==> src/rtl/uart_rx.sv <==
// uart_rx: UART receive engine.
// Synchronises the serial line, finds the start edge, samples each bit at
// mid-period using an OVS-times oversampling tick, and emits single-cycle
// done / parity-error / framing-error pulses.
// Optional idle-line timeout is built when UART_RX_IDLE_TIMEOUT_EN is defined.
module uart_rx #(
   parameter int DIV_WIDTH   = 16,
   parameter int OVS         = 16,
   parameter int SYNC_STAGES = 2
) (
   input  logic                 i_clk,
   input  logic                 i_nrst,
   input  logic                 i_rx,
   input  logic                 i_enable,
   input  logic [DIV_WIDTH-1:0] i_baud_div,
   input  logic [1:0]           i_data_bits,
   input  logic                 i_parity_en,
   input  logic                 i_parity_odd,
   input  logic                 i_stop_bits,
   output logic [7:0]           o_data,
   output logic                 o_valid,
   output logic                 o_parity_error,
   output logic                 o_bad_frame,
   output logic                 o_busy
`ifdef UART_RX_IDLE_TIMEOUT_EN
   ,
   input  logic [7:0]           i_timeout_bits,
   output logic                 o_timeout
`endif
);

   localparam int            PW    = $clog2(OVS);
   localparam logic [PW-1:0] MID   = PW'(OVS / 2 - 1);
   localparam logic [PW-1:0] LAST  = PW'(OVS - 1);

   typedef enum logic [2:0] {
      ST_IDLE,
      ST_START,
      ST_DATA,
      ST_PARITY,
      ST_STOP1,
      ST_STOP2
   } state_t;

   state_t                 state_q, state_d;
   logic [SYNC_STAGES-1:0] sync_q;
   logic                   prev_q;
   logic [DIV_WIDTH-1:0]   div_cnt_q, div_cnt_d;
   logic [PW-1:0]          phase_q, phase_d;
   logic [2:0]             bit_cnt_q, bit_cnt_d;
   logic [7:0]             shift_q, shift_d;
   logic                   par_acc_q, par_acc_d;
   logic                   par_err_q, par_err_d;
   logic                   frm_err_q, frm_err_d;
   logic [1:0]             cfg_bits_q, cfg_bits_d;
   logic                   cfg_par_en_q, cfg_par_en_d;
   logic                   cfg_par_odd_q, cfg_par_odd_d;
   logic                   cfg_stop2_q, cfg_stop2_d;
   logic [7:0]             data_q, data_d;
   logic                   valid_q, valid_d;
   logic                   perr_out_q, perr_out_d;
   logic                   ferr_out_q, ferr_out_d;

   logic                   rx_s;
   logic                   tick;
   logic                   mid_sample;
   logic                   start_edge;
   logic                   complete;
   logic [2:0]             last_bit;

   assign rx_s       = sync_q[SYNC_STAGES-1];
   // >= rather than == so a divider lowered mid-count cannot strand the counter
   assign tick       = (div_cnt_q >= i_baud_div);
   assign mid_sample = tick && (phase_q == MID);
   assign start_edge = (state_q == ST_IDLE) && i_enable && prev_q && !rx_s;
   assign last_bit   = 3'd4 + {1'b0, cfg_bits_q};

   // Metastability chain on the raw line plus one flop of history for edge detection
   always_ff @(posedge i_clk or negedge i_nrst) begin
      if (!i_nrst) begin
         sync_q <= '1;
         prev_q <= 1'b1;
      end else begin
         sync_q <= {sync_q[SYNC_STAGES-2:0], i_rx};
         prev_q <= rx_s;
      end
   end

   // Frame state, counters, datapath and output pulse registers
   always_ff @(posedge i_clk or negedge i_nrst) begin
      if (!i_nrst) begin
         state_q       <= ST_IDLE;
         div_cnt_q     <= '0;
         phase_q       <= '0;
         bit_cnt_q     <= '0;
         shift_q       <= '0;
         par_acc_q     <= 1'b0;
         par_err_q     <= 1'b0;
         frm_err_q     <= 1'b0;
         cfg_bits_q    <= '0;
         cfg_par_en_q  <= 1'b0;
         cfg_par_odd_q <= 1'b0;
         cfg_stop2_q   <= 1'b0;
         data_q        <= '0;
         valid_q       <= 1'b0;
         perr_out_q    <= 1'b0;
         ferr_out_q    <= 1'b0;
      end else begin
         state_q       <= state_d;
         div_cnt_q     <= div_cnt_d;
         phase_q       <= phase_d;
         bit_cnt_q     <= bit_cnt_d;
         shift_q       <= shift_d;
         par_acc_q     <= par_acc_d;
         par_err_q     <= par_err_d;
         frm_err_q     <= frm_err_d;
         cfg_bits_q    <= cfg_bits_d;
         cfg_par_en_q  <= cfg_par_en_d;
         cfg_par_odd_q <= cfg_par_odd_d;
         cfg_stop2_q   <= cfg_stop2_d;
         data_q        <= data_d;
         valid_q       <= valid_d;
         perr_out_q    <= perr_out_d;
         ferr_out_q    <= ferr_out_d;
      end
   end

   // Next-state logic: baud/phase counters, bit sampling and frame completion
   always_comb begin
      state_d       = state_q;
      div_cnt_d     = div_cnt_q;
      phase_d       = phase_q;
      bit_cnt_d     = bit_cnt_q;
      shift_d       = shift_q;
      par_acc_d     = par_acc_q;
      par_err_d     = par_err_q;
      frm_err_d     = frm_err_q;
      cfg_bits_d    = cfg_bits_q;
      cfg_par_en_d  = cfg_par_en_q;
      cfg_par_odd_d = cfg_par_odd_q;
      cfg_stop2_d   = cfg_stop2_q;
      data_d        = data_q;
      valid_d       = 1'b0;
      perr_out_d    = 1'b0;
      ferr_out_d    = 1'b0;
      complete      = 1'b0;

      // Free-running oversampling tick; phase wraps naturally at OVS-1
      if (tick) begin
         div_cnt_d = '0;
         phase_d   = phase_q + PW'(1);
      end else begin
         div_cnt_d = div_cnt_q + DIV_WIDTH'(1);
      end

      case (state_q)
         ST_IDLE: begin
            if (start_edge) begin
               // Align the sampling phase to the edge and freeze the frame format
               state_d       = ST_START;
               div_cnt_d     = '0;
               phase_d       = '0;
               bit_cnt_d     = '0;
               shift_d       = '0;
               par_acc_d     = 1'b0;
               par_err_d     = 1'b0;
               frm_err_d     = 1'b0;
               cfg_bits_d    = i_data_bits;
               cfg_par_en_d  = i_parity_en;
               cfg_par_odd_d = i_parity_odd;
               cfg_stop2_d   = i_stop_bits;
            end
         end
         ST_START: begin
            if (mid_sample) begin
               // A line back at 1 by mid-bit was a glitch, not a start bit
               state_d = rx_s ? ST_IDLE : ST_DATA;
            end
         end
         ST_DATA: begin
            if (mid_sample) begin
               shift_d[bit_cnt_q] = rx_s;
               par_acc_d          = par_acc_q ^ rx_s;
               if (bit_cnt_q == last_bit) begin
                  state_d = cfg_par_en_q ? ST_PARITY : ST_STOP1;
               end else begin
                  bit_cnt_d = bit_cnt_q + 3'd1;
               end
            end
         end
         ST_PARITY: begin
            if (mid_sample) begin
               if (rx_s != (par_acc_q ^ cfg_par_odd_q)) begin
                  par_err_d = 1'b1;
               end
               state_d = ST_STOP1;
            end
         end
         ST_STOP1: begin
            if (mid_sample) begin
               frm_err_d = frm_err_q | ~rx_s;
               if (cfg_stop2_q) begin
                  state_d = ST_STOP2;
               end else begin
                  complete = 1'b1;
               end
            end
         end
         ST_STOP2: begin
            if (mid_sample) begin
               frm_err_d = frm_err_q | ~rx_s;
               complete  = 1'b1;
            end
         end
         default: begin
            state_d = ST_IDLE;
         end
      endcase

      if (complete) begin
         // Report immediately and return to IDLE so the next edge can be caught
         state_d    = ST_IDLE;
         valid_d    = 1'b1;
         data_d     = shift_q;
         perr_out_d = par_err_q;
         ferr_out_d = frm_err_q | ~rx_s;
         div_cnt_d  = '0;
         phase_d    = '0;
      end

      if (!i_enable) begin
         // Disabled receiver drops any partial frame and stays silent
         state_d    = ST_IDLE;
         div_cnt_d  = '0;
         phase_d    = '0;
         bit_cnt_d  = '0;
         data_d     = data_q;
         valid_d    = 1'b0;
         perr_out_d = 1'b0;
         ferr_out_d = 1'b0;
      end
   end

   assign o_data         = data_q;
   assign o_valid        = valid_q;
   assign o_parity_error = perr_out_q;
   assign o_bad_frame    = ferr_out_q;
   assign o_busy         = (state_q != ST_IDLE);

`ifdef UART_RX_IDLE_TIMEOUT_EN
   logic [7:0] to_cnt_q, to_cnt_d;
   logic       to_armed_q, to_armed_d;
   logic       timeout_q, timeout_d;

   // Count whole idle bit periods with the line high, armed by each received word
   always_comb begin
      to_cnt_d   = to_cnt_q;
      to_armed_d = to_armed_q;
      timeout_d  = 1'b0;

      if (valid_d) begin
         to_armed_d = 1'b1;
         to_cnt_d   = '0;
      end else if (start_edge || !rx_s) begin
         to_cnt_d = '0;
      end else if ((state_q == ST_IDLE) && to_armed_q && (i_timeout_bits != 8'd0)
                   && tick && (phase_q == LAST)) begin
         if (8'(to_cnt_q + 8'd1) == i_timeout_bits) begin
            timeout_d  = 1'b1;
            to_armed_d = 1'b0;
            to_cnt_d   = '0;
         end else begin
            to_cnt_d = to_cnt_q + 8'd1;
         end
      end

      if (!i_enable) begin
         to_cnt_d  = '0;
         timeout_d = 1'b0;
      end
   end

   // Timeout counter and pulse registers
   always_ff @(posedge i_clk or negedge i_nrst) begin
      if (!i_nrst) begin
         to_cnt_q   <= '0;
         to_armed_q <= 1'b0;
         timeout_q  <= 1'b0;
      end else begin
         to_cnt_q   <= to_cnt_d;
         to_armed_q <= to_armed_d;
         timeout_q  <= timeout_d;
      end
   end

   assign o_timeout = timeout_q;
`endif

endmodule

==> config.mk <==
export PLATFORM = sky130hd
export DESIGN_NAME = uart_rx
export DESIGN_NICKNAME = d
export VERILOG_FILES = /design/src/rtl/uart_rx.sv
export SDC_FILE = /design/constraint.sdc
export NUM_CORES = 1
export LEC_CHECK = 0
export ABC_AREA = 1
export CAP_MARGIN = 20
export CORE_MARGIN = 4
export CORE_UTILIZATION = 60
export CTS_CLUSTER_SIZE = 20
export DETAILED_ROUTE_END_ITERATION = 12
export PLACE_DENSITY = 0.85
export SETUP_SLACK_MARGIN = 0.5
export SLEW_MARGIN = 30
export SYNTH_ARGS = -nofsm -noshare
export SYNTH_HDL_FRONTEND = slang
export SYNTH_SLANG_ARGS = --single-unit
==> constraint.sdc <==
create_clock -name i_clk -period 3 [get_ports i_clk]
set_input_delay 0.9 -clock i_clk [delete_from_list [all_inputs] [get_ports i_clk]]
set_output_delay 0.9 -clock i_clk [all_outputs]
set_load 0.01 [all_outputs]
Word level (Yosys, flattened, before mapping)
Cells that the tools add are included.
{"block": "word_totals", "out_inout_bits": 12, "reg_bits": 56, "inputBits": 25, "wordCells": 124}
{"block": "op_classes", "n_mux": 51, "order_cmp": 3, "n_addsub": 4, "bitwise": 4, "n_reduce_logical": 19, "n_eq_ne": 25}
{"op": "two-way mux 16 bit", "count": 5}
{"op": "two-way mux 3 bit", "count": 14}
{"op": "!= test 4 bit (second input constant)", "count": 7}
{"op": "two-way mux 4 bit", "count": 5}
{"op": "one-hot mux 3 bit (6 select lines)", "count": 1}
{"op": "adder 16 x 1 -> 16 bit (second input constant)", "count": 1}
{"op": "greater-or-equal comparator 16 bit", "count": 1}
{"op": "two-way mux 8 bit", "count": 2}
{"op": "one-hot mux 8 bit (2 select lines)", "count": 1}
{"op": "two-way mux 1 bit", "count": 15}
{"op": "!= test 3 bit (second input constant)", "count": 4}
{"op": "bitwise mux 8 bit", "count": 1}
{"op": "!= test 2 bit (second input constant)", "count": 4}
{"op": "one-hot mux 1 bit (2 select lines)", "count": 4}
{"op": "AND reduction 4 bit", "count": 2}
{"op": "AND reduction 8 bit", "count": 1}
{"op": "== test 3 x 2 -> 1 bit (second input constant)", "count": 2}
{"op": "== test 3 bit (second input constant)", "count": 2}
{"op": "one-hot mux 3 bit (2 select lines)", "count": 1}
{"op": "AND reduction 3 bit", "count": 2}
{"op": "nonzero test 2 bit", "count": 3}
{"op": "logical AND 1 bit", "count": 5}
{"op": "adder 4 x 1 -> 4 bit (second input constant)", "count": 1}
{"op": "== test 4 x 3 -> 1 bit (second input constant)", "count": 1}
{"op": "other kinds (19)", "count": 21}

Logic depth before layout (Yosys ltp)
Gate-level depths: netlist of the first run.
{"block": "depth", "word_depth": 8, "depth_mapped": 19, "ltp_nobuf": 19}

Worst setup path before layout of the first run
OpenSTA, ideal clock, no wires.
{"block": "synth_timing", "path_kind": "input to register", "startpoint": "input i_baud_div[11]", "endpoint": "register state_q[1]", "path_buffers": 0, "cell_stages": 14, "setup_ps": 117, "path_slack_ps": 595, "arrival_ps": 2289, "t_required_ps": 2883, "path_cell_list": "inv_1 -> ha_1 -> a21oi_1 -> o21ai_1 -> a21oi_4 -> nand2_4 -> nand2_4 -> nand2_1 -> nand2_1 -> nand2_1 -> nand2_2 -> nand2_1 -> nand2_1 -> nand2_1"}
{"block": "synth_between", "elab_chain_cells": 6, "word_cells_on_any_way": 16, "classes_between": "1 x order compare; 8 x eq/ne; 5 x mux; 2 x reduce/logical"}
{"item": "from (decl)", "line_no": "15", "text": "input logic [DIV_WIDTH-1:0] i_baud_div,"}
{"item": "greater-or-equal comparator 16 bit *", "line_no": "73", "text": "assign tick = (div_cnt_q >= i_baud_div);"}
{"item": "logical AND 1 bit *", "line_no": "74", "text": "assign mid_sample = tick && (phase_q == MID);"}
{"item": "two-way mux 1 bit, on equally long branches", "line_no": "210, 200"}
{"item": "one-hot mux 1 bit (2 select lines)", "line_no": "156", "text": "case (state_q)"}
{"item": "!= test 4 bit (no line) (tied with other cells)"}
{"item": "AND reduction 8 bit (no line) or two-way mux 3 bit (tied branches)"}
{"item": "to (signal assigned)", "line_no": "109", "text": "state_q <= state_d;"}
{"item": "to (decl)", "line_no": "45", "text": "state_t state_q, state_d;"}
Every way passes the cells marked *; elsewhere a longest branch is shown, timed or not.
A chain may end at the register's enable or synchronous reset.

Worst setup path after layout of the first run
{"block": "layout_timing", "startpoint": "input i_baud_div[11]", "endpoint": "register shift_q[4]"}
{"block": "layout_between", "elab_chain_cells": 4}
{"item": "greater-or-equal comparator 16 bit", "line_no": "73"}
{"item": "logical AND 1 bit", "line_no": "74"}
{"item": "!= test 2 bit (no line)"}
{"item": "AND reduction 3 bit (no line)"}
{"item": "to (signal assigned)", "line_no": "113", "text": "shift_q <= shift_d;"}
{"item": "to (decl)", "line_no": "51", "text": "logic [7:0] shift_q, shift_d;"}
No other way between the ends.

==> metrics.txt, run 1 <==
# TYPE chip_impl_metric gauge
chip_impl_info{name="postSynth.topFlopCell",value="dfrtp_1"} 1
chip_impl_metric{name="syn-cell-area",unit="um^2"} 3210
chip_impl_metric{name="clock.fmax",unit="MHz"} 404
chip_impl_metric{name="synth_edf_count",unit=""} 0
chip_impl_metric{name="post-route-min-period",unit="ns"} 2.47
chip_impl_metric{name="synthesized_area_divided_by_synthesized_cell_count",unit="um^2"} 8.61
chip_impl_info{name="timing_worst_setup_path_type",value="primary input to register"} 1
chip_impl_metric{name="synth.ff_latch_count",unit=""} 56
chip_impl_info{name="cp_slowest_cell",value="ha_4"} 1
chip_impl_metric{name="pwr-share-clk",unit=""} 0.213
chip_impl_metric{name="routed_wl",unit="um"} 7530
chip_impl_info{name="cp-start-kind",value="primary input"} 1
chip_impl_metric{name="grt_use_met2",unit=""} 0.433
chip_impl_metric{name="totalNegativeSetupSlack",unit="ns"} 0
chip_impl_metric{name="drv_cap",unit=""} 0
chip_impl_info{name="tritoncts",value="yes"} 1
chip_impl_metric{name="route.antenna.remaining_nets",unit=""} 0
chip_impl_metric{name="synth.yosys.seq_area_share",unit=""} 0.438
chip_impl_metric{name="timing.final.hold_violations",unit=""} 0
chip_impl_info{name="cts-root-buf",value="clkbuf_8"} 1
chip_impl_metric{name="route.detailed.wl_per_inst",unit="um"} 15.2
chip_impl_metric{name="clock-sinks",unit=""} 56
chip_impl_metric{name="final.period_utilization",unit=""} 0.824
chip_impl_metric{name="final_core_util",unit=""} 0.783
chip_impl_metric{name="dieHeight",unit="um"} 81.2
chip_impl_metric{name="slew_headroom",unit=""} 0.545
chip_impl_metric{name="maximum_number_of_pins_on_one_net_before_global_route_repair",unit=""} 57
chip_impl_metric{name="postCtsHoldBufs",unit=""} 0
chip_impl_metric{name="ff_latch_area",unit="um^2"} 1410
chip_impl_info{name="busiest_layer",value="met2"} 1
chip_impl_metric{name="p_comb_frac",unit=""} 0.328
chip_impl_metric{name="yosys_warnings",unit=""} 0
chip_impl_metric{name="die_wd",unit="um"} 81.2
chip_impl_metric{name="hold-worst-slack",unit="ns"} 0.364
chip_impl_metric{name="syn-num-nets",unit=""} 417
chip_impl_metric{name="grt.met3_usage",unit=""} 0.0466
chip_impl_metric{name="clk_pin_slew_worst_paths",unit="ns"} 0.11
chip_impl_metric{name="initial_core_util",unit=""} 0.625
chip_impl_metric{name="critical-path-max-stage-delay",unit="ns"} 0.27
chip_impl_metric{name="worst_ep_required_time",unit="ns"} 3.25
chip_impl_metric{name="asyncSetResetFlopFracSynth",unit=""} 1.00
chip_impl_metric{name="power.density",unit="nW/um^2"} 505
chip_impl_metric{name="clock_skew",unit="ns"} 0.0125
chip_impl_metric{name="route.detailed.vias_per_inst",unit=""} 5.48
chip_impl_metric{name="areaGrowthSynthToFinish",unit="%"} 25.4
chip_impl_metric{name="vias",unit=""} 2720
chip_impl_metric{name="area_of_the_core_region",unit="um^2"} 5140
chip_impl_metric{name="cts-root-to-sink-buffers",unit=""} 2
chip_impl_metric{name="critPathArrivalTime",unit="ns"} 2.73
chip_impl_metric{name="footprint_of_the_multi_input_gates",unit="um^2"} 1780
chip_impl_metric{name="dp_wirelength",unit="um"} 4690
chip_impl_metric{name="antenna_found_initial",unit=""} 0
chip_impl_metric{name="vdd.ir_drop.worst",unit="uV"} 510
chip_impl_info{name="crit_chain",value="dlygate4sd2_1 > inv_2 > ha_4 > nand4_1 > nor3_4 > nand2_2 > nand2_4 > nand2_8 > buf_12 > nor2_8 > inv_4 > o21ai_4 > nand2_1 > o21ai_1"} 1
chip_impl_metric{name="final-setup-viol-count",unit=""} 0
chip_impl_metric{name="antenna_diode_count",unit=""} 0
chip_impl_metric{name="synth.distinct_cells",unit=""} 40
chip_impl_metric{name="htreeDepth",unit=""} 2
chip_impl_info{name="timing.hold.worst.class",value="register to register"} 1
chip_impl_metric{name="dieArea",unit="um^2"} 6590
chip_impl_info{name="timing.critical_path.to_type",value="register"} 1
chip_impl_metric{name="globalRouteMet1Util",unit=""} 0.300
chip_impl_metric{name="final.fill_count",unit=""} 348
chip_impl_metric{name="synthCells",unit=""} 373
chip_impl_metric{name="final_layout_size_suffix_gt1_frac",unit=""} 0.242
chip_impl_info{name="rsz0062_at_grt",value="true"} 1
chip_impl_info{name="outcome",value="finished clean"} 1
chip_impl_metric{name="vias_in_the_first_global_route",unit=""} 2774
chip_impl_metric{name="regToRegSetupSlack",unit="ns"} 0.81
chip_impl_metric{name="gr-usage-all-layers",unit=""} 0.247
chip_impl_metric{name="power_switching",unit="uW"} 772
chip_impl_metric{name="detail_route.drc_violations",unit=""} 0
chip_impl_metric{name="total_leakage_power",unit="uW"} 0.00196
chip_impl_metric{name="port_buffers",unit=""} 36
chip_impl_metric{name="ports",unit=""} 37
chip_impl_metric{name="row_count",unit=""} 26
chip_impl_metric{name="place.gp.congestion",unit=""} 0.859
chip_impl_metric{name="clock_network_latency_to_the_later_pin_of_the_worst_skew_pair",unit="ns"} 0.32
chip_impl_metric{name="fin_nets",unit=""} 469
chip_impl_metric{name="slew_viol_final",unit=""} 0
chip_impl_metric{name="cts_buffers",unit=""} 5
chip_impl_metric{name="switching_share",unit=""} 0.380
chip_impl_metric{name="grt_remaining_overflow",unit=""} 0
chip_impl_metric{name="pwr-share-seq",unit=""} 0.459
chip_impl_metric{name="internal-power",unit="uW"} 1260
chip_impl_metric{name="cp_max_fo",unit=""} 6
chip_impl_metric{name="dr.pass1.iters",unit=""} 4
chip_impl_metric{name="detailedRoute.firstIterationViolations",unit=""} 225
chip_impl_metric{name="max_slew.worst_pin.slew",unit="ns"} 0.683
chip_impl_metric{name="grt_first_pass_wirelength",unit="um"} 12600
==> cells in the final DEF, fill, tap and decap left out, types with 12 or more instances in the layout <==
cell type        synthesis  final
a21oi_1                 18     16
buf_4                    0     13
clkdlybuf4s50_1          0     18
dfrtp_1                 53     53
dlygate4sd2_1            0     13
inv_1                   46     34
inv_2                    4     13
nand2_1                 85     81
nand3_1                 17     17
nor2_1                  28     26
xor2_1                  12     12
==> timing repair <==
action / 4_1_cts / 5_1_grt
resized for setup: 51 / 19
pin swaps: 28 / 12
buffers inserted: 5 / 2
endpoints found under the hold margin: 0 / 0
setup endpoints to repair: 48 / 42
gates cloned: 0 / 0
==> synthesized netlist by cell type, drive strengths merged, types with 3 or more instances <==
cell type	n	area (um^2)
nor3	11	66.3
dfstp	3	78.8
nand3	23	160
nand2	91	367
ha	19	238
xor2	12	105
a21oi	20	115
inv	51	194
nor2	39	193
nand4	9	71.3
o21ai	22	136
buf	5	37.5
dfrtp	53	1330
xnor2	6	52.6
==> critical path, delay by kind of cell <==
family / cells / cell delay (ns)
simple gates: 7 / 0.88
fa+ha+maj: 1 / 0.27
buf+inv: 4 / 0.45
compound gates: 2 / 0.22
==> state kept, by name, summed over array words and instances (netlist names), 2 cells and up <==
| register | flops |
|---|---|
| bit_cnt_q | 3 |
| cfg_bits_q | 2 |
| div_cnt_q | 16 |
| o_data | 8 |
| phase_q | 4 |
| shift_q | 8 |
| state_q | 3 |
| sync_q | 2 |
==> metal layers <==
layer,vias to the layer above,part of all wire
li1,1306,-
met1,1303,0.41
met2,92,0.52
met3,19,0.048
met4,0,0.025
met5,-,0
==> worst paths after layout <==
| path | from | end | depth (start not counted) |
|---|---|---|---|
| max in group asynchronous | i_nrst | state_q[1]$_DFFE_PN0P_ | 2 |
| min in group asynchronous | i_nrst | o_data[6]$_DFFE_PN0P_ | 2 |
| worst min-delay path | sync_q[0]$_DFF_PN1_ | sync_q[1]$_DFF_PN1_ | 0 |
| worst max-delay path | i_baud_div[11] | shift_q[4]$_DFFE_PN0P_ | 14 |
| worst max register to register | div_cnt_q[9]$_DFF_PN0_ | shift_q[4]$_DFFE_PN0P_ | 12 |
| worst min register to register | sync_q[0]$_DFF_PN1_ | sync_q[1]$_DFF_PN1_ | 0 |
==> cell type report <==
type	instances	area share
multi-input combinational	260	0.443
sequential	56	0.349
timing repair buffer	51	0.113
inverter	51	0.0500
tap	70	0.0218
clock buffer	5	0.0171
clock inverter	3	0.00622
==> power by group through the flow <==
stage,Combinational [uW],Clock (uW),Sequential [uW]
2_1_floorplan,425,0,927
3_5_place_dp,590,0,949
6_report,667,434,933
3_3_place_gp,568,0,943
5_1_grt,756,474,944
4_1_cts,639,439,929
==> cells by family (layout without fill, tap and decap cells) <==
| group | Yosys count | after routing | share of synthesized area |
|---|---|---|---|
| AO/OA/AOI/OAI | 47 | 47 | 0.0904 |
| XOR/XNOR | 18 | 18 | 0.0491 |
| adder cells (fa/ha/maj) | 19 | 19 | 0.0740 |
| buffers and inverters | 57 | 110 | 0.0744 |
| flip-flops | 56 | 56 | 0.438 |
| AND/OR/NAND/NOR | 176 | 176 | 0.274 |
==> metrics by stage <==
step | setup WS [ns] | instance area (um^2) | std cells | power, uW
5_1_grt | 0.412 | 4030 | 496 | 2170
3_3_place_gp | -0.0317 | 3680 | 481 | 1510
2_1_floorplan | 0.595 | 3210 | 373 | 1350
4_1_cts | 0.517 | 3980 | 494 | 2010
6_report | 0.528 | 4030 | 496 | 2030
3_5_place_dp | -0.0502 | 3680 | 481 | 1540
Power figures use the tool's default switching activity.
==> run 2: changes to the inputs <==
Settings changed: CORE_UTILIZATION 60 to 51, PLACE_DENSITY 0.85 to 0.77.
Clock period 3 ns to 2.1 ns, I/O delays scaled along.
==> metrics.txt, run 2 (synthesis gave the netlist of run 1 again) <==
# TYPE chip_impl_metric gauge
chip_impl_metric{name="clk_pin_slew_worst_paths",unit="ns"} 0.11
chip_impl_metric{name="slew_headroom",unit=""} 0.480
chip_impl_metric{name="detailedRoute.firstIterationViolations",unit=""} 153
chip_impl_metric{name="antenna_diode_count",unit=""} 0
chip_impl_metric{name="gr-usage-all-layers",unit=""} 0.207
chip_impl_metric{name="post-route-min-period",unit="ns"} 2.05
chip_impl_metric{name="critPathArrivalTime",unit="ns"} 2.30
chip_impl_metric{name="grt_first_pass_wirelength",unit="um"} 12600
chip_impl_metric{name="clock.fmax",unit="MHz"} 489
chip_impl_metric{name="worst_ep_required_time",unit="ns"} 2.35
chip_impl_metric{name="totalNegativeSetupSlack",unit="ns"} 0
chip_impl_metric{name="preCtsSetupSlack",unit="ns"} -0.731
chip_impl_metric{name="cts-root-to-sink-buffers",unit=""} 2
chip_impl_metric{name="route.detailed.vias_per_inst",unit=""} 5.17
chip_impl_info{name="timing.hold.worst.class",value="primary input to async pin"} 1
chip_impl_metric{name="final-setup-viol-count",unit=""} 0
chip_impl_info{name="outcome",value="finished clean"} 1
chip_impl_metric{name="vias",unit=""} 2788
chip_impl_metric{name="power.density",unit="nW/um^2"} 723
chip_impl_info{name="top_register",value="div_cnt_q"} 1
chip_impl_info{name="most_common_cell_after_layout_fill_and_taps_aside",value="nand2_1"} 1
chip_impl_metric{name="dieHeight",unit="um"} 87.3
chip_impl_metric{name="clock_network_latency_to_the_later_pin_of_the_worst_skew_pair",unit="ns"} 0.32
chip_impl_metric{name="slew_viol_final",unit=""} 0
chip_impl_metric{name="largest_register_ff_count",unit=""} 16
chip_impl_metric{name="post_route_design_area",unit="um^2"} 4640
chip_impl_metric{name="clock_skew",unit="ns"} 0.0112
chip_impl_metric{name="dr.pass1.iters",unit=""} 4
chip_impl_metric{name="final_cell_count_no_fill",unit=""} 539
chip_impl_metric{name="die_wd",unit="um"} 87.3
chip_impl_metric{name="row_count",unit=""} 28
chip_impl_info{name="timing_worst_setup_path_type",value="register to register"} 1
chip_impl_metric{name="area_of_the_core_region",unit="um^2"} 6030
chip_impl_metric{name="place.gp.congestion",unit=""} 0.787
chip_impl_metric{name="antenna_found_initial",unit=""} 0
chip_impl_metric{name="route.antenna.remaining_nets",unit=""} 0
chip_impl_metric{name="vias_in_the_first_global_route",unit=""} 2767
chip_impl_metric{name="grt_remaining_overflow",unit=""} 0
chip_impl_metric{name="port_buffers",unit=""} 36
chip_impl_metric{name="postLayoutSetupSlackWorst",unit="ns"} 0.0542
chip_impl_metric{name="clock-sinks",unit=""} 56
chip_impl_metric{name="max_slew.worst_pin.slew",unit="ns"} 0.774
chip_impl_metric{name="areaGrowthSynthToFinish",unit="%"} 44.6
chip_impl_metric{name="initial_core_util",unit=""} 0.533
chip_impl_metric{name="fin_nets",unit=""} 507
chip_impl_metric{name="ports",unit=""} 37
chip_impl_metric{name="drv_cap",unit=""} 0
chip_impl_metric{name="dp_wirelength",unit="um"} 4800
chip_impl_metric{name="route.detailed.wl_per_inst",unit="um"} 14.9
chip_impl_metric{name="maximum_number_of_pins_on_one_net_before_global_route_repair",unit=""} 57
chip_impl_info{name="cts-root-buf",value="clkbuf_8"} 1
chip_impl_info{name="rsz0062_at_grt",value="true"} 1
chip_impl_metric{name="dieArea",unit="um^2"} 7630
chip_impl_metric{name="placed_cell_area",unit="um^2"} 3980
chip_impl_metric{name="final.period_utilization",unit=""} 0.974
chip_impl_info{name="tritoncts",value="yes"} 1
chip_impl_metric{name="hold-worst-slack",unit="ns"} 0.286
chip_impl_metric{name="timing.final.hold_violations",unit=""} 0
chip_impl_metric{name="htreeDepth",unit=""} 2
chip_impl_metric{name="cts_buffers",unit=""} 5
chip_impl_metric{name="total_leakage_power",unit="uW"} 0.00220
chip_impl_metric{name="routed_wl",unit="um"} 8050
chip_impl_metric{name="cp_max_fo",unit=""} 8
chip_impl_info{name="final_cell_mix",value="nand2_1 (59), dfrtp_1 (48), buf_4 (44), inv_1 (30), nand2_2 (21)"} 1
chip_impl_metric{name="final_layout_size_suffix_gt1_frac",unit=""} 0.478
chip_impl_metric{name="detail_route.drc_violations",unit=""} 0
chip_impl_info{name="cp-start-kind",value="register"} 1
chip_impl_info{name="timing.critical_path.to_type",value="register"} 1
chip_impl_metric{name="vdd.ir_drop.worst",unit="uV"} 689
chip_impl_metric{name="dp_cells",unit=""} 494
==> run 2: worst paths after layout <==
| kind | from | end | slack, ns | depth (start not counted) |
|---|---|---|---|---|
| worst min register to register | sync_q[0]$_DFF_PN1_ | sync_q[1]$_DFF_PN1_ | 0.37 | 0 |
| worst max register to register | div_cnt_q[15]$_DFF_PN0_ | div_cnt_q[14]$_DFF_PN0_ | 0.05 | 11 |
| min in group i_clk | sync_q[0]$_DFF_PN1_ | sync_q[1]$_DFF_PN1_ | 0.37 | 0 |
| worst min-delay path | i_nrst | o_data[5]$_DFFE_PN0P_ | 0.29 | 2 |
| max in group asynchronous | i_nrst | sync_q[1]$_DFF_PN1_ | 1.52 | 2 |
| worst max-delay path | div_cnt_q[15]$_DFF_PN0_ | div_cnt_q[14]$_DFF_PN0_ | 0.05 | 11 |
==> run 2: metal layers <==
layer	up-vias	wire length (um)	GRT usage
met4	0	133	0.0530
li1	1388	-	-
met3	12	429	0.0322
met2	85	4090	0.352
met1	1303	3400	0.275
met5	-	0	0
==> run 2: worst max-delay path: stages (launching register included) <==
cell and delay, ns:
dfrtp_1 0.45, ha_4 0.26, a21oi_2 0.21, o21ai_4 0.09, a21oi_4 0.17, nand2_4 0.11
nand3_4 0.08, nand2_2 0.07, inv_4 0.08, nand4_4 0.12, clkbuf_16 0.23, nor2_2 0.10
==> run 2: area by class of cell <==
type	instances	area, um^2
inverters	51	219
multi-input cells	261	2120
fillers	388	1380
clock inverters	3	27.5
flip-flops and latches	56	1410
repair buffers	88	701
well taps	75	93.8
clock buffers	5	68.8
==> run 2: where the power goes <==
part | internal [uW] | switching [uW] | leakage, uW
registers | 1220 | 124 | 0.000751
logic | 576 | 804 | 0.00141
clock network | 246 | 392 | 0.0000463
total | 2040 | 1320 | 0.00220
==> run 2: timing repair <==
action	4_1_cts	5_1_grt
gates resized for setup	124	70
gates cloned	1	1
setup endpoints to repair	60	64
buffers inserted	22	13
hold buffers	0	0
pin swaps	52	41
==> run 2: stage by stage <==
stage,utilization,power (uW)
floorplan,-,1990
global placement,0.661,2250
detailed placement,0.661,2280
CTS,0.723,3130
finish,0.771,3360
global route,0.771,3540
==> run 3: changes to the inputs <==
--- a/config.mk
+++ b/config.mk
@@ -12,5 +12,5 @@
 export CTS_CLUSTER_SIZE = 20
 export DETAILED_ROUTE_END_ITERATION = 12
-export PLACE_DENSITY = 0.77
+export PLACE_DENSITY = 0.75
 export SETUP_SLACK_MARGIN = 0.5
 export SLEW_MARGIN = 30
==> constraint.sdc (replaced) <==
create_clock -name i_clk -period 2.1 [get_ports i_clk]
set_input_delay 0.63 -clock i_clk [delete_from_list [all_inputs] [get_ports i_clk]]
set_output_delay 0.63 -clock i_clk [all_outputs]
set_load 0.02 [all_outputs]
==> metrics.txt, run 3 (synthesis gave the netlist of run 1 again) <==
# TYPE chip_impl_metric gauge
chip_impl_metric{name="maximum_number_of_pins_on_one_net_before_global_route_repair",unit=""} 57
chip_impl_info{name="timing.critical_path.max_delay_family",value="simple AND/OR/NAND/NOR gates"} 1
chip_impl_metric{name="row_count",unit=""} 28
chip_impl_metric{name="power.density",unit="nW/um^2"} 705
chip_impl_metric{name="dr.pass1.iters",unit=""} 4
chip_impl_info{name="most_common_cell_after_layout_fill_and_taps_aside",value="nand2_1"} 1
chip_impl_metric{name="largest_register_ff_count",unit=""} 16
chip_impl_metric{name="clock.fmax",unit="MHz"} 505
chip_impl_info{name="crit_chain",value="ha_4 > nand4_1 > nor3_4 > nand2_2 > nand2_4 > nand3_4 > nand2_4 > inv_4 > nand4_4 > clkbuf_16 > nor2_4"} 1
chip_impl_info{name="cp-start-kind",value="register"} 1
chip_impl_metric{name="timing.critical_path.buf_inv",unit=""} 2
chip_impl_metric{name="max_slew.worst_pin.slew",unit="ns"} 0.519
chip_impl_metric{name="vias_in_the_first_global_route",unit=""} 2718
chip_impl_metric{name="dieArea",unit="um^2"} 7630
chip_impl_metric{name="area_of_the_core_region",unit="um^2"} 6030
chip_impl_metric{name="critical-path-max-stage-delay",unit="ns"} 0.44
chip_impl_metric{name="antenna_found_initial",unit=""} 0
chip_impl_metric{name="cp_max_fo",unit=""} 6
chip_impl_info{name="tritoncts",value="yes"} 1
chip_impl_metric{name="drv_cap",unit=""} 0
chip_impl_metric{name="switching_share",unit=""} 0.388
chip_impl_metric{name="dieHeight",unit="um"} 87.3
chip_impl_metric{name="clock_network_latency_to_the_later_pin_of_the_worst_skew_pair",unit="ns"} 0.31
chip_impl_metric{name="final.period_utilization",unit=""} 0.943
chip_impl_metric{name="route.detailed.wl_per_inst",unit="um"} 14.2
chip_impl_info{name="cts-root-buf",value="clkbuf_8"} 1
chip_impl_metric{name="internal-power",unit="uW"} 1960
chip_impl_metric{name="critPathArrivalTime",unit="ns"} 2.18
chip_impl_info{name="rsz0062_at_grt",value="true"} 1
chip_impl_metric{name="dp_wirelength",unit="um"} 4830
chip_impl_metric{name="place.gp.congestion",unit=""} 0.776
chip_impl_metric{name="totalPowerFinal",unit="uW"} 3210
chip_impl_info{name="timing_worst_setup_path_type",value="register to register"} 1
chip_impl_metric{name="port_buffers",unit=""} 36
chip_impl_metric{name="htreeDepth",unit=""} 2
chip_impl_info{name="top_register",value="div_cnt_q"} 1
chip_impl_metric{name="p_comb_frac",unit=""} 0.388
chip_impl_info{name="cp_slowest_cell",value="dfrtp_2"} 1
chip_impl_metric{name="clk_pin_slew_worst_paths",unit="ns"} 0.11
chip_impl_metric{name="vdd.ir_drop.worst",unit="uV"} 928
chip_impl_metric{name="vias",unit=""} 2736
chip_impl_metric{name="slew_headroom",unit=""} 0.651
chip_impl_metric{name="routed_wl",unit="um"} 7500
chip_impl_metric{name="clock_skew",unit="ns"} 0.0102
chip_impl_info{name="outcome",value="finished clean"} 1
chip_impl_metric{name="placed_cell_area",unit="um^2"} 4000
chip_impl_metric{name="slew_viol_final",unit=""} 0
chip_impl_metric{name="fin_nets",unit=""} 497
chip_impl_metric{name="cts-root-to-sink-buffers",unit=""} 2
chip_impl_metric{name="route.antenna.remaining_nets",unit=""} 0
chip_impl_metric{name="die_wd",unit="um"} 87.3
chip_impl_metric{name="clock-sinks",unit=""} 56
chip_impl_info{name="timing.critical_path.to_type",value="register"} 1
chip_impl_metric{name="areaGrowthSynthToFinish",unit="%"} 41.9
chip_impl_metric{name="power_switching",unit="uW"} 1250
chip_impl_metric{name="post_route_design_area",unit="um^2"} 4550
chip_impl_info{name="timing.hold.worst.class",value="primary input to async pin"} 1
chip_impl_metric{name="grt_remaining_overflow",unit=""} 0
chip_impl_metric{name="timing.final.hold_violations",unit=""} 0
chip_impl_info{name="final_cell_mix",value="nand2_1 (68), dfrtp_1 (46), buf_4 (35), inv_1 (30), buf_2 (20)"} 1
chip_impl_info{name="critPathMostFrequentCell",value="nand2_4"} 1
chip_impl_metric{name="post-route-min-period",unit="ns"} 1.98
chip_impl_metric{name="total_leakage_power",unit="uW"} 0.00215
chip_impl_metric{name="pwr-share-clk",unit=""} 0.193
chip_impl_metric{name="cts_buffers",unit=""} 5
chip_impl_metric{name="ports",unit=""} 37
chip_impl_metric{name="antenna_diode_count",unit=""} 0
chip_impl_metric{name="pwr-share-seq",unit=""} 0.419
chip_impl_metric{name="final-setup-viol-count",unit=""} 0
chip_impl_metric{name="grt_first_pass_wirelength",unit="um"} 12200
chip_impl_metric{name="postCtsHoldBufs",unit=""} 0
chip_impl_metric{name="detailedRoute.firstIterationViolations",unit=""} 166
chip_impl_metric{name="worst_ep_required_time",unit="ns"} 2.30
chip_impl_metric{name="initial_core_util",unit=""} 0.533
chip_impl_metric{name="route.detailed.vias_per_inst",unit=""} 5.17
chip_impl_metric{name="final_layout_size_suffix_gt1_frac",unit=""} 0.460
chip_impl_metric{name="detail_route.drc_violations",unit=""} 0
chip_impl_metric{name="gr-usage-all-layers",unit=""} 0.200
run 3: worst paths after layout:
kind                       slack (ns)                      to  cells past startpoint               startpoint
max                              0.12  div_cnt_q[5]$_DFF_PN0_                     11  div_cnt_q[11]$_DFF_PN0_
min                              0.28   o_data[2]$_DFFE_PN0P_                      2                   i_nrst
max reg2reg                      0.12  div_cnt_q[5]$_DFF_PN0_                     11  div_cnt_q[11]$_DFF_PN0_
min reg2reg                      0.36     sync_q[1]$_DFF_PN1_                      0      sync_q[0]$_DFF_PN1_
max in group asynchronous        1.50        prev_q$_DFF_PN1_                      2                   i_nrst
min in group i_clk               0.36     sync_q[1]$_DFF_PN1_                      0      sync_q[0]$_DFF_PN1_
run 3: cell type report:
type,count,area (um^2)
clock buffers,5,68.8
clock inverters,3,27.5
fillers,417,1470
inverters,51,221
multi-input cells,261,2100
flip-flops and latches,56,1410
well taps,75,93.8
repair buffers,78,628
run 3: metal layers:
metal  up-vias  share of wire  wire, um  GRT usage
met5         -              0         0          0
met4         0          0.012        92     0.0530
met3         8          0.045       337     0.0274
met2        45           0.49      3690      0.340
met1      1317           0.45      3380      0.266
li1       1366              -         -          -
run 3: per-stage QoR:
| step | hold slack [ns] | worst slack [ns] | std cells | util | setup TNS, ns |
|---|---|---|---|---|---|
| floorplan | 0.334 | 0.00487 | 373 | - | 0 |
| global placement | 0.347 | -0.662 | 496 | 0.663 | -28.15 |
| detailed placement | 0.348 | -0.736 | 496 | 0.663 | -30.57 |
| CTS | 0.303 | 0.0815 | 517 | 0.713 | 0 |
| global route | 0.311 | 0.0358 | 529 | 0.756 | 0 |
| finish | 0.283 | 0.120 | 529 | 0.756 | 0 |
run 3: timing repair:
| item | 4_1_cts | 5_1_grt |
|---|---|---|
| pin swaps | 40 | 39 |
| cloned | 1 | 1 |
| setup endpoints to repair | 60 | 57 |
| endpoints found under the hold margin | 0 | 0 |
| gates resized for setup | 138 | 53 |
| buffers inserted | 12 | 11 |
run 3: power by group through the flow:
stage                     clock [uW]  combinational [uW]  sequential (uW)
final                            620                1250             1350
after CTS                        636                1080             1330
after global placement             0                 953             1350
after global routing             669                1380             1360
after floorplan                    0                 680             1330
after detailed placement           0                 982             1350
run 3: worst register-to-register path, stage by stage (launching register included):
cell       delay, ns
dfrtp_2         0.44
ha_4            0.28
nand4_1         0.14
nor3_4          0.24
nand2_2         0.11
nand2_4         0.13
nand3_4         0.09
nand2_4         0.08
inv_4           0.05
nand4_4         0.10
clkbuf_16       0.19
nor2_4          0.04
